### config.mk
export PLATFORM = sky130hd
export DESIGN_NAME = regfile_dump_reader_flat
export DESIGN_NICKNAME = d
export VERILOG_FILES = /design/src/rtl/regfile_dump_reader_pkg.sv /design/src/rtl/regfile_dump_reader_if.sv /design/src/rtl/regfile_dump_reader.sv /design/src/flat_wrapper.sv
export SDC_FILE = /design/constraint.sdc
export NUM_CORES = 1
export LEC_CHECK = 0
export BUFFER_PORTS_ARGS = -buffer_cell sky130_fd_sc_hd__buf_4
export CORE_ASPECT_RATIO = 0.7
export CORE_MARGIN = 3
export CORE_UTILIZATION = 42
export CTS_BUF_LIST = sky130_fd_sc_hd__clkbuf_8
export DETAILED_ROUTE_END_ITERATION = 16
export PLACE_DENSITY = 0.76
export SLEW_MARGIN = 20
export SYNTH_ARGS = -nofsm -noshare
export SYNTH_HDL_FRONTEND = slang
export SYNTH_SLANG_ARGS = --single-unit
### constraint.sdc
create_clock -name clk -period 1.3 [get_ports clk]
set_input_delay 0.065 -clock clk [delete_from_list [all_inputs] [get_ports clk]]
set_output_delay 0.065 -clock clk [all_outputs]
set_load 0.05 [all_outputs]
### src/rtl/regfile_dump_reader_pkg.sv
// regfile_dump_reader_pkg: shared cpu types and defaults for the register-file dump reader.
// Holds the FSM state enum, the default data/index widths and the architectural register count.
package regfile_dump_reader_pkg;
    localparam int DATA_W_DEF = 32;
    localparam int ADDR_W_DEF = 5;
    localparam int NUM_REGS   = 32;
    typedef enum logic [1:0] {IDLE, ISSUE, SEND, DONE} state_e;
endpackage

### src/rtl/regfile_dump_reader_if.sv
// regfile_dump_reader_if: valid/ready output stream carrying one dumped register per word.
// Signals: out_valid (word present), out_ready (consumer accepts), out_data (register value),
// out_idx (register index), out_last (final word of the dump).
// master = producer (dump reader), slave = consumer.
interface regfile_dump_reader_if
    import regfile_dump_reader_pkg::*;
#(
    parameter int DATA_W = DATA_W_DEF,
    parameter int ADDR_W = ADDR_W_DEF
);
    logic              out_valid;
    logic              out_ready;
    logic [DATA_W-1:0] out_data;
    logic [ADDR_W-1:0] out_idx;
    logic              out_last;
    modport master(output out_valid, out_data, out_idx, out_last, input out_ready);
    modport slave(input out_valid, out_data, out_idx, out_last, output out_ready);
endinterface

### src/rtl/regfile_dump_reader.sv
// regfile_dump_reader: streams registers first_idx..last_idx (wrapping) out of a register file.
// Ports: clk, reset (sync, active-high); start/abort control; first_idx/last_idx range sampled
// with start; read_register/read_data combinational register-file read port; out_if output
// stream (master); busy high outside IDLE; done one-cycle pulse after the final word is accepted.
module regfile_dump_reader
    import regfile_dump_reader_pkg::*;
#(
    parameter int DATA_W = DATA_W_DEF,
    parameter int ADDR_W = ADDR_W_DEF
) (
    input  logic                  clk,
    input  logic                  reset,
    input  logic                  start,
    input  logic                  abort,
    input  logic [ADDR_W-1:0]     first_idx,
    input  logic [ADDR_W-1:0]     last_idx,
    output logic [ADDR_W-1:0]     read_register,
    input  logic [DATA_W-1:0]     read_data,
    output logic                  busy,
    output logic                  done,
    regfile_dump_reader_if.master out_if
);
    state_e            state_q, state_d;
    logic [ADDR_W-1:0] cur_idx_q, cur_idx_d;
    logic [ADDR_W-1:0] end_idx_q, end_idx_d;
    logic [DATA_W-1:0] out_data_q, out_data_d;
    logic [ADDR_W-1:0] out_idx_q, out_idx_d;
    logic              out_last_q, out_last_d;

    always_ff @(posedge clk) begin
        if (reset) begin
            state_q    <= IDLE;
            cur_idx_q  <= '0;
            end_idx_q  <= '0;
            out_data_q <= '0;
            out_idx_q  <= '0;
            out_last_q <= 1'b0;
        end else begin
            state_q    <= state_d;
            cur_idx_q  <= cur_idx_d;
            end_idx_q  <= end_idx_d;
            out_data_q <= out_data_d;
            out_idx_q  <= out_idx_d;
            out_last_q <= out_last_d;
        end
    end

    // abort wins over everything in a busy state; in IDLE it also suppresses a same-cycle start
    always_comb begin
        state_d    = state_q;
        cur_idx_d  = cur_idx_q;
        end_idx_d  = end_idx_q;
        out_data_d = out_data_q;
        out_idx_d  = out_idx_q;
        out_last_d = out_last_q;
        if (abort && state_q != IDLE) begin
            state_d = IDLE;
        end else begin
            case (state_q)
                IDLE: if (start && !abort) begin
                    cur_idx_d = first_idx;
                    end_idx_d = last_idx;
                    state_d   = ISSUE;
                end
                ISSUE: begin
                    out_data_d = read_data;
                    out_idx_d  = cur_idx_q;
                    out_last_d = cur_idx_q == end_idx_q;
                    state_d    = SEND;
                end
                SEND: if (out_if.out_ready) begin
                    state_d   = out_last_q ? DONE : ISSUE;
                    cur_idx_d = out_last_q ? cur_idx_q : cur_idx_q + 1'b1;
                end
                default: state_d = IDLE;
            endcase
        end
    end

    assign read_register    = cur_idx_q;
    assign busy             = state_q != IDLE;
    assign done             = state_q == DONE;
    assign out_if.out_valid = state_q == SEND;
    assign out_if.out_data  = out_data_q;
    assign out_if.out_idx   = out_idx_q;
    assign out_if.out_last  = out_last_q;
endmodule

### src/flat_wrapper.sv
// flat-port wrapper written by rule: the top's interface ports become plain ports
module regfile_dump_reader_flat import regfile_dump_reader_pkg::*;
#(
    parameter int DATA_W = DATA_W_DEF,
    parameter int ADDR_W = ADDR_W_DEF
)
  (clk, reset, start, abort, first_idx, last_idx, read_register, read_data, busy, done, out_if_out_valid, out_if_out_data, out_if_out_idx, out_if_out_last, out_if_out_ready);
  regfile_dump_reader_if #(.DATA_W(DATA_W), .ADDR_W(ADDR_W)) out_if_i ();
  input  logic clk;
  input  logic reset;
  input  logic start;
  input  logic abort;
  input  logic [ADDR_W-1:0] first_idx;
  input  logic [ADDR_W-1:0] last_idx;
  output logic [ADDR_W-1:0] read_register;
  input  logic [DATA_W-1:0] read_data;
  output logic busy;
  output logic done;
  output wire logic [$bits(out_if_i.out_valid)-1:0] out_if_out_valid;
  output wire logic [$bits(out_if_i.out_data)-1:0] out_if_out_data;
  output wire logic [$bits(out_if_i.out_idx)-1:0] out_if_out_idx;
  output wire logic [$bits(out_if_i.out_last)-1:0] out_if_out_last;
  input wire logic [$bits(out_if_i.out_ready)-1:0] out_if_out_ready;
  assign out_if_out_valid = out_if_i.out_valid;
  assign out_if_out_data = out_if_i.out_data;
  assign out_if_out_idx = out_if_i.out_idx;
  assign out_if_out_last = out_if_i.out_last;
  assign out_if_i.out_ready = out_if_out_ready;
  regfile_dump_reader #(.DATA_W(DATA_W), .ADDR_W(ADDR_W)) u_core (.clk(clk), .reset(reset), .start(start), .abort(abort), .first_idx(first_idx), .last_idx(last_idx), .read_register(read_register), .read_data(read_data), .busy(busy), .done(done), .out_if(out_if_i));
endmodule
==> impl_metrics.csv, run 1 <==
group,metric,value,unit
global_routing,grt_pass1_wl,8.51,mm
placement,placed_area,0.00277,mm²
setup_path,r2r_start,"u_core.out_if.out_last$_SDFFE_PP0P_",
finish,antennaDiodeCount,0,
global_routing,grt.met1_usage,24.8,%
global_routing,top_usage_layer,"met2",
synthesis,syn_area_per_cell,8.03,µm²
drt,drt_iter0_markers,82,
drt,drc,0,
setup_path,path_class,"flip-flop to flip-flop",
synthesis,yosysWarnings,0,
floorplanning,core_area,0.00440,mm²
floorplanning,fp.dieArea,0.00551,mm²
synthesis,synth_top_family_by_area,"simple AND/OR/NAND/NOR gates",
synthesis,synth_ff_type,"dfxtp_1",
setup_path,start_kind,"flip-flop",
timing,clock.fmax,727,MHz
drt,ant_nets,0,
finish,layout-area-overhead-vs-synth,59.1,%
setup_path,end_kind,"flip-flop",
finish,fin_cells,404,
synthesis,ys_ff_latch,50,
placement,place_hpwl,3.65,mm
clock_network,numCtsBuffers,5,
pwr,power,3.43,mW
run_status,violations,"negative setup slack",
drt,route.vias.total,1990,
synthesis,synth_cell_types,28,
setup_path,crit_path_top_delay_cell,"dfxtp_4",
timing,fin_ws,-0.0759,ns
finish,fin_nets,396,
drt,drt-wirelength-per-cell,13.7,µm
pwr,power_leakage,1.34,nW
setup_path,crit_fanout,6,
setup_path,worst-endpoint-arrival,1.54,ns
run,drv_cap,0,
clock_network,cts_tree,"yes",
synthesis,seq_area_frac_synth,51.3,%
floorplanning,row_count,20,
synthesis,synth-xor-area-share,2.24,%
clock_network,clkLatencyLatePin,0.30,ns
setup_path,cp-endpoint,"u_core.read_register[0]$_SDFFE_PP0P_",
synthesis,syn-cell-area,0.00195,mm²
timing,finalHoldViolCount,0,
clock_network,htreeDepth,2,
setup_path,crit_required,1.47,ns
setup_path,r2r_slack,-0.08,ns
finish,stdcell_area,0.00311,mm²
synthesis,synth_compound_area_share,14.5,%
setup_path,rr_endpoint,"u_core.read_register[0]$_SDFFE_PP0P_",
timing,tightest_slew,0.521,ns
global_routing,use_met2,30.5,%
setup_path,cp-startpoint,"u_core.out_if.out_last$_SDFFE_PP0P_",
setup_path,worstPathCellList,"nand3b_1 -> a211oi_4 -> buf_6 -> mux2i_1 -> a21oi_1",
timing,skew,0.00408,ns
floorplanning,fp.dieW,87.5,µm
clock_network,clock_sinks,50,
finish,final_util,70.5,%
timing,period_needed,1.38,ns
global_routing,met3_usage,6.19,%
placement,port_buffers,92,
timing,relSlewSlack,65.2,%
synthesis,synth_edf_count,0,
pwr,peakVddDrop,0.656,mV
timing,setup_viol,1,
global_routing,grt_max_degree,51,
run_status,status,"complete, but fails checks",
drt,drt_pass1_iterations,4,
global_routing,grt_overflow,0,
placement,gp_congestion,0.898,
setup_path,slowest_delay,0.35,ns
finish,layout-drive-gt1-share,39.0,%
synthesis,muxShareOfSynthArea,4.17,%
placement,dpl.cell_count,387,
timing,slew_violations,0,
synthesis,synth-async-reset-ratio,0,%
synthesis,synth-simple-area-share,22.8,%
floorplanning,die_h,63.0,µm
floorplanning,ioPinCount,93,
placement,post-place-ws,-0.131,ns
timing,finalCritPeriodShare,106,%
clock_network,path_clk_slew,0.09,ns
pwr,power_density,1110,mW/mm²
setup_path,worst-r2r-cell-count,5,
global_routing,grt.total_usage,19.0,%
timing,rsz0062_at_grt,"yes",
synthesis,postSynthCellCount,243,
clock_network,clockBufferDepth,2,
drt,wirelength,5.52,mm
synthesis,synthAdderAreaFrac,0.641,%
drt,vias_per_cell,4.93,
clock_network,cts_root_buf,"clkbuf_8",
synthesis,syn_nets,291,
global_routing,grt_pass1_vias,1923,
min_path,hp-class,"input pin to flip-flop",
global_routing,grt_antenna_before_repair,0,
floorplanning,initial_core_util,44.3,%
==> worst min path at each step <==
stage	startpoint	end	slack, ns	cells after the start
after floorplan	abort	u_core.state_q[1]$_SDFFE_PP0P_	0.14	1
after global placement	last_idx[2]	u_core.end_idx_q[2]$_SDFFE_PP0P_	0.30	3
after detailed placement	last_idx[2]	u_core.end_idx_q[2]$_SDFFE_PP0P_	0.31	3
after CTS	read_data[14]	u_core.out_if.out_data[14]$_SDFFE_PP0P_	0.00005	3
after global routing	read_data[2]	u_core.out_if.out_data[2]$_SDFFE_PP0P_	0.002	3
final	read_data[30]	u_core.out_if.out_data[30]$_SDFFE_PP0P_	0.006	3
==> state kept, by name, summed over array words and instances, names as in the netlist <==
signal	cells
u_core.read_register	5
u_core.out_if.out_last	1
u_core.state_q	2
u_core.out_if.out_idx	5
u_core.end_idx_q	5
u_core.out_if.out_data	32
==> kinds of logic after synthesis <==
kind of cell | count (synthesis)
xor gates and xnor gates | 5
DFF | 50
AOI/OAI and AO/OA | 53
buffers and inverters | 20
muxes | 8
and+or+nand+nor | 106
adders and majority gates | 1
==> cells in the mapped netlist, types with 2 or more instances <==
cell / count / area [µm²]
o21ai_0: 5 / 25.0
xor2_1: 3 / 26.3
a21oi_1: 44 / 220
nand3_1: 4 / 20.0
clkbuf_1: 8 / 30.0
dfxtp_1: 50 / 1000
nor2b_1: 3 / 18.8
nand2_1: 77 / 289
inv_1: 4 / 15.0
nand2b_1: 2 / 12.5
and2_0: 2 / 12.5
mux2i_1: 7 / 70.1
xnor2_1: 2 / 17.5
buf_2: 8 / 40.0
nor2_1: 8 / 30.0
nor3_1: 4 / 20.0
==> worst max-delay path, delay by kind of cell (launching register included) <==
| family | cells | cell delay, ns |
|---|---|---|
| DFF | 1 | 0.35 |
| and+or+nand+nor | 1 | 0.22 |
| muxes | 1 | 0.19 |
| buffers and inverters | 1 | 0.16 |
| AOI/OAI and AO/OA | 2 | 0.33 |
==> per-layer routing <==
layer	up-vias	part of all wire [%]
li1	1004	-
met5	-	0
met3	5	8.7
met4	0	0.53
met2	64	45
met1	917	45
==> area by class of cell <==
type	instances	area, µm²
clock buffer	6	82.6
clock inverter	2	60.1
fill	368	1300
inverter	4	15.0
multi-input combinational	173	902
sequential	50	1010
tap	55	68.8
timing repair buffer	114	966
==> cells in the final DEF, fill, tap and decap left out, types with 4 or more instances in the layout <==
cell,n
buf_4,99
nand2_1,77
a21oi_1,44
dfxtp_1,44
nor2_1,8
mux2i_1,7
clkbuf_8,6
buf_6,6
dfxtp_2,5
nand3_1,4
dlygate4sd3_1,4
==> where the power goes <==
| part | internal [mW] | switching, mW |
|---|---|---|
| Clock | 0.820 | 0.499 |
| Combinational | 0.236 | 0.273 |
| Sequential | 1.57 | 0.0328 |
| Total | 2.63 | 0.806 |
==> repair_timing <==
item                       4_1_cts  5_1_grt
hold endpoints to repair         4        1
gates cloned                     0        3
gates resized for setup         10       14
setup endpoints to repair        8       47
pin swaps                        4        5
hold buffers                     3        1
setup buffers                    2        0
==> per-stage QoR <==
| step | setup TNS (ns) | hold slack, ns |
|---|---|---|
| floorplan | -0.0663 | 0.144 |
| global placement | -0.0577 | 0.299 |
| detailed placement | -0.269 | 0.306 |
| CTS | -0.0871 | 0.0000482 |
| global route | -0.407 | 0.00204 |
| finish | -0.0759 | 0.00641 |
(Power assumes the default switching activity.)
==> run 2, diff against run 1 <==
--- a/config.mk
+++ b/config.mk
@@ -5,6 +5,7 @@
 export SDC_FILE = /design/constraint.sdc
 export NUM_CORES = 1
 export LEC_CHECK = 0
+export ABC_AREA = 1
 export BUFFER_PORTS_ARGS = -buffer_cell sky130_fd_sc_hd__buf_4
 export CORE_ASPECT_RATIO = 0.7
 export CORE_MARGIN = 3
==> run 2 against run 1 <==
- the flow now finishes without violations
- register-to-register slack gained 0.096 ns
- worst setup slack gained 0.096 ns
- combinational power grew to 2.7 times the previous value
- design area shrank 6.3%
- clock-buffer cell count shrank 1
- largest cell class unchanged
- total power grew 15%
- global-route usage shrank 1.3 points
- sequential share of layout area grew 2.1 points
==> impl_metrics.csv, run 2 <==
group,metric,value,unit
clock_network,clockBufferDepth,2,
clock_network,cts_root_buf,"clkbuf_8",
timing,setup_viol,0,
setup_path,r2r_slack,0.02,ns
timing,tightest_slew,0.297,ns
synthesis,muxShareOfSynthArea,0,%
synthesis,synth-async-reset-ratio,0,%
timing,skew,0.00550,ns
finish,multi_input_area,772,µm²
synthesis,postSynthCellCount,270,
pwr,combPwrFrac,34.1,%
synthesis,synth_ff_type,"dfxtp_1",
global_routing,grt_pass1_wl,8.12,mm
timing,holdWs,0.0421,ns
placement,port_buffers,92,
floorplanning,fp.dieW,89.4,µm
drt,drt_pass1_iterations,4,
finish,final_common_cell,"buf_4",
drt,vias_per_cell,4.62,
synthesis,synth-simple-area-share,11.7,%
synthesis,synth_compound_area_share,24.5,%
setup_path,path_class,"flip-flop to flip-flop",
pwr,power_switching,1.44,mW
synthesis,syn-cell-area,0.00205,mm²
placement,placed_area,0.00282,mm²
synthesis,syn_area_per_cell,7.58,µm²
global_routing,grt_overflow,0,
run_status,status,"finished clean",
setup_path,worst-endpoint-arrival,1.47,ns
pwr,power_density,1360,mW/mm²
synthesis,yosysWarnings,0,
finish,fillers,445,
timing,finalCritPeriodShare,98.4,%
synthesis,synth_edf_count,0,
floorplanning,initial_core_util,45.4,%
synthesis,synth_cell_types,26,
finish,layout-area-overhead-vs-synth,42.3,%
drt,route.vias.total,1942,
timing,slew_violations,0,
clock_network,htreeDepth,2,
synthesis,seq_area_frac_synth,48.9,%
timing,relSlewSlack,80.2,%
drt,wl_met2,2.10,mm
synthesis,synth_commonest_cells,"inv_1, dfxtp_1, a21oi_1",
clock_network,clkLatencyLatePin,0.29,ns
drt,drt_iter0_markers,91,
finish,largest_reg_flops,32,
drt,wl_met1,2.26,mm
synthesis,ys_ff_latch,50,
timing,rsz0062_at_grt,"yes",
synthesis,synth_top_cells_by_area,"dfxtp_1, a21oi_1, o21ai_0",
global_routing,grt_pass1_vias,1879,
global_routing,grt_max_degree,54,
min_path,hp-class,"input pin to flip-flop",
pwr,internal_power,2.51,mW
floorplanning,core_area,0.00450,mm²
drt,ant_nets,0,
drt,top_layer_used,"met4",
synthesis,yosysTopAreaCellShare,48.9,%
run,drv_cap,0,
pwr,clkPwrFrac,20.2,%
floorplanning,row_count,20,
setup_path,crit_fanout,8,
placement,place_hpwl,3.70,mm
synthesis,syn_nets,318,
finish,final_cell_mix,"buf_4, inv_1, a21oi_1",
timing,clock.fmax,782,MHz
placement,gp_congestion,0.706,
floorplanning,fp.dieArea,0.00576,mm²
finish,layout-drive-gt1-share,32.3,%
timing,setup-tns-final,0,ns
synthesis,synth_top_family_by_area,"compound AO/OA/AOI/OAI gates",
pwr,p_sw_share,36.4,%
synthesis,synth.most_common_cell,"inv_1",
global_routing,grt.total_usage,17.7,%
clock_network,numCtsBuffers,5,
finish,antennaDiodeCount,0,
floorplanning,ioPinCount,93,
synthesis,yosys.area.top_type,"dfxtp_1",
timing,finalHoldViolCount,0,
setup_path,start_kind,"flip-flop",
finish,stdcell_area,0.00291,mm²
drt,drc,0,
finish,regArea,0.00101,mm²
setup_path,crit_required,1.49,ns
floorplanning,die_h,64.4,µm
pwr,power_frac_seq,45.7,%
pwr,peakVddDrop,0.809,mV
drt,route.met3.wl,484,µm
synthesis,synthAdderAreaFrac,0.612,%
setup_path,end_kind,"flip-flop",
clock_network,cts_tree,"yes",
clock_network,clock_sinks,50,
pwr,power_leakage,1.33,nW
finish,fin_nets,413,
drt,wirelength,4.87,mm
clock_network,path_clk_slew,0.08,ns
drt,drt-wirelength-per-cell,11.6,µm
global_routing,grt_antenna_before_repair,0,
synthesis,synth-xor-area-share,0.856,%
timing,period_needed,1.28,ns
[run 2: layout make-up]
cell class,instances,share of cell area [%]
flip-flops and latches,50,34.6
multi-input cells,153,26.5
clock inverters,2,0.258
clock buffers,5,2.36
well taps,55,2.36
repair buffers,102,27.0
inverters,53,6.92
[run 2: kinds of logic (layout without fill, tap and decap cells)]
kind of cell / Yosys count / after routing
compound gates: 99 / 99
xor+xnor: 2 / 2
fa+ha+maj: 1 / 1
buf+inv: 67 / 162
flops: 50 / 50
simple gates: 51 / 51
[run 2: path summary, 6_finish.rpt]
kind	startpoint	endpoint	cells past startpoint
setup reg to reg	u_core.state_q[0]$_SDFFE_PP0P_	u_core.read_register[2]$_SDFFE_PP0P_	7
hold / removal	last_idx[3]	u_core.end_idx_q[3]$_SDFFE_PP0P_	3
hold reg to reg	u_core.out_if.out_idx[0]$_SDFFE_PP0P_	u_core.out_if.out_idx[0]$_SDFFE_PP0P_	2
setup / recovery	u_core.state_q[0]$_SDFFE_PP0P_	u_core.read_register[2]$_SDFFE_PP0P_	7
[run 2: repair_timing]
action | CTS | global route
endpoints found under the setup margin | 0 | 16
hold buffers | 1 | 0
setup buffers | 0 | 0
gates resized for setup | 0 | 4
endpoints found under the hold margin | 2 | 0
[run 2: metal layers]
metal / track usage [%] / vias to the layer above
met1: 22.9 / 819
met4: 3.90 / 0
li1: - / 1052
met5: 0 / -
met2: 27.8 / 69
met3: 6.96 / 2
[run 2: critical path: stages, from the launching register on]
cell and delay (ns):
dfxtp_2 0.34, buf_4 0.15, a21oi_1 0.16, nand2_2 0.11, nor2_4 0.20, o21ai_0 0.11
nand2_1 0.07, nor2_1 0.04
[run 2: power by group through the flow]
stage / registers (mW) / clock network [mW] / logic (mW)
global route: 1.83 / 0.910 / 1.46
CTS: 1.81 / 0.836 / 1.35
detailed placement: 1.84 / 0 / 1.34
finish: 1.81 / 0.799 / 1.35
global placement: 1.84 / 0 / 1.33
floorplan: 2.27 / 0 / 0.453
[run 2: through the flow]
stage	util, %	total power, mW	worst slack, ns	instances
after floorplan	-	2.72	0.0140	270
after global placement	62.5	3.17	0.0900	412
after detailed placement	62.5	3.18	0.0489	412
after CTS	64.4	3.99	0.0313	420
after global routing	64.6	4.20	-0.0461	420
final	64.6	3.95	0.0204	420
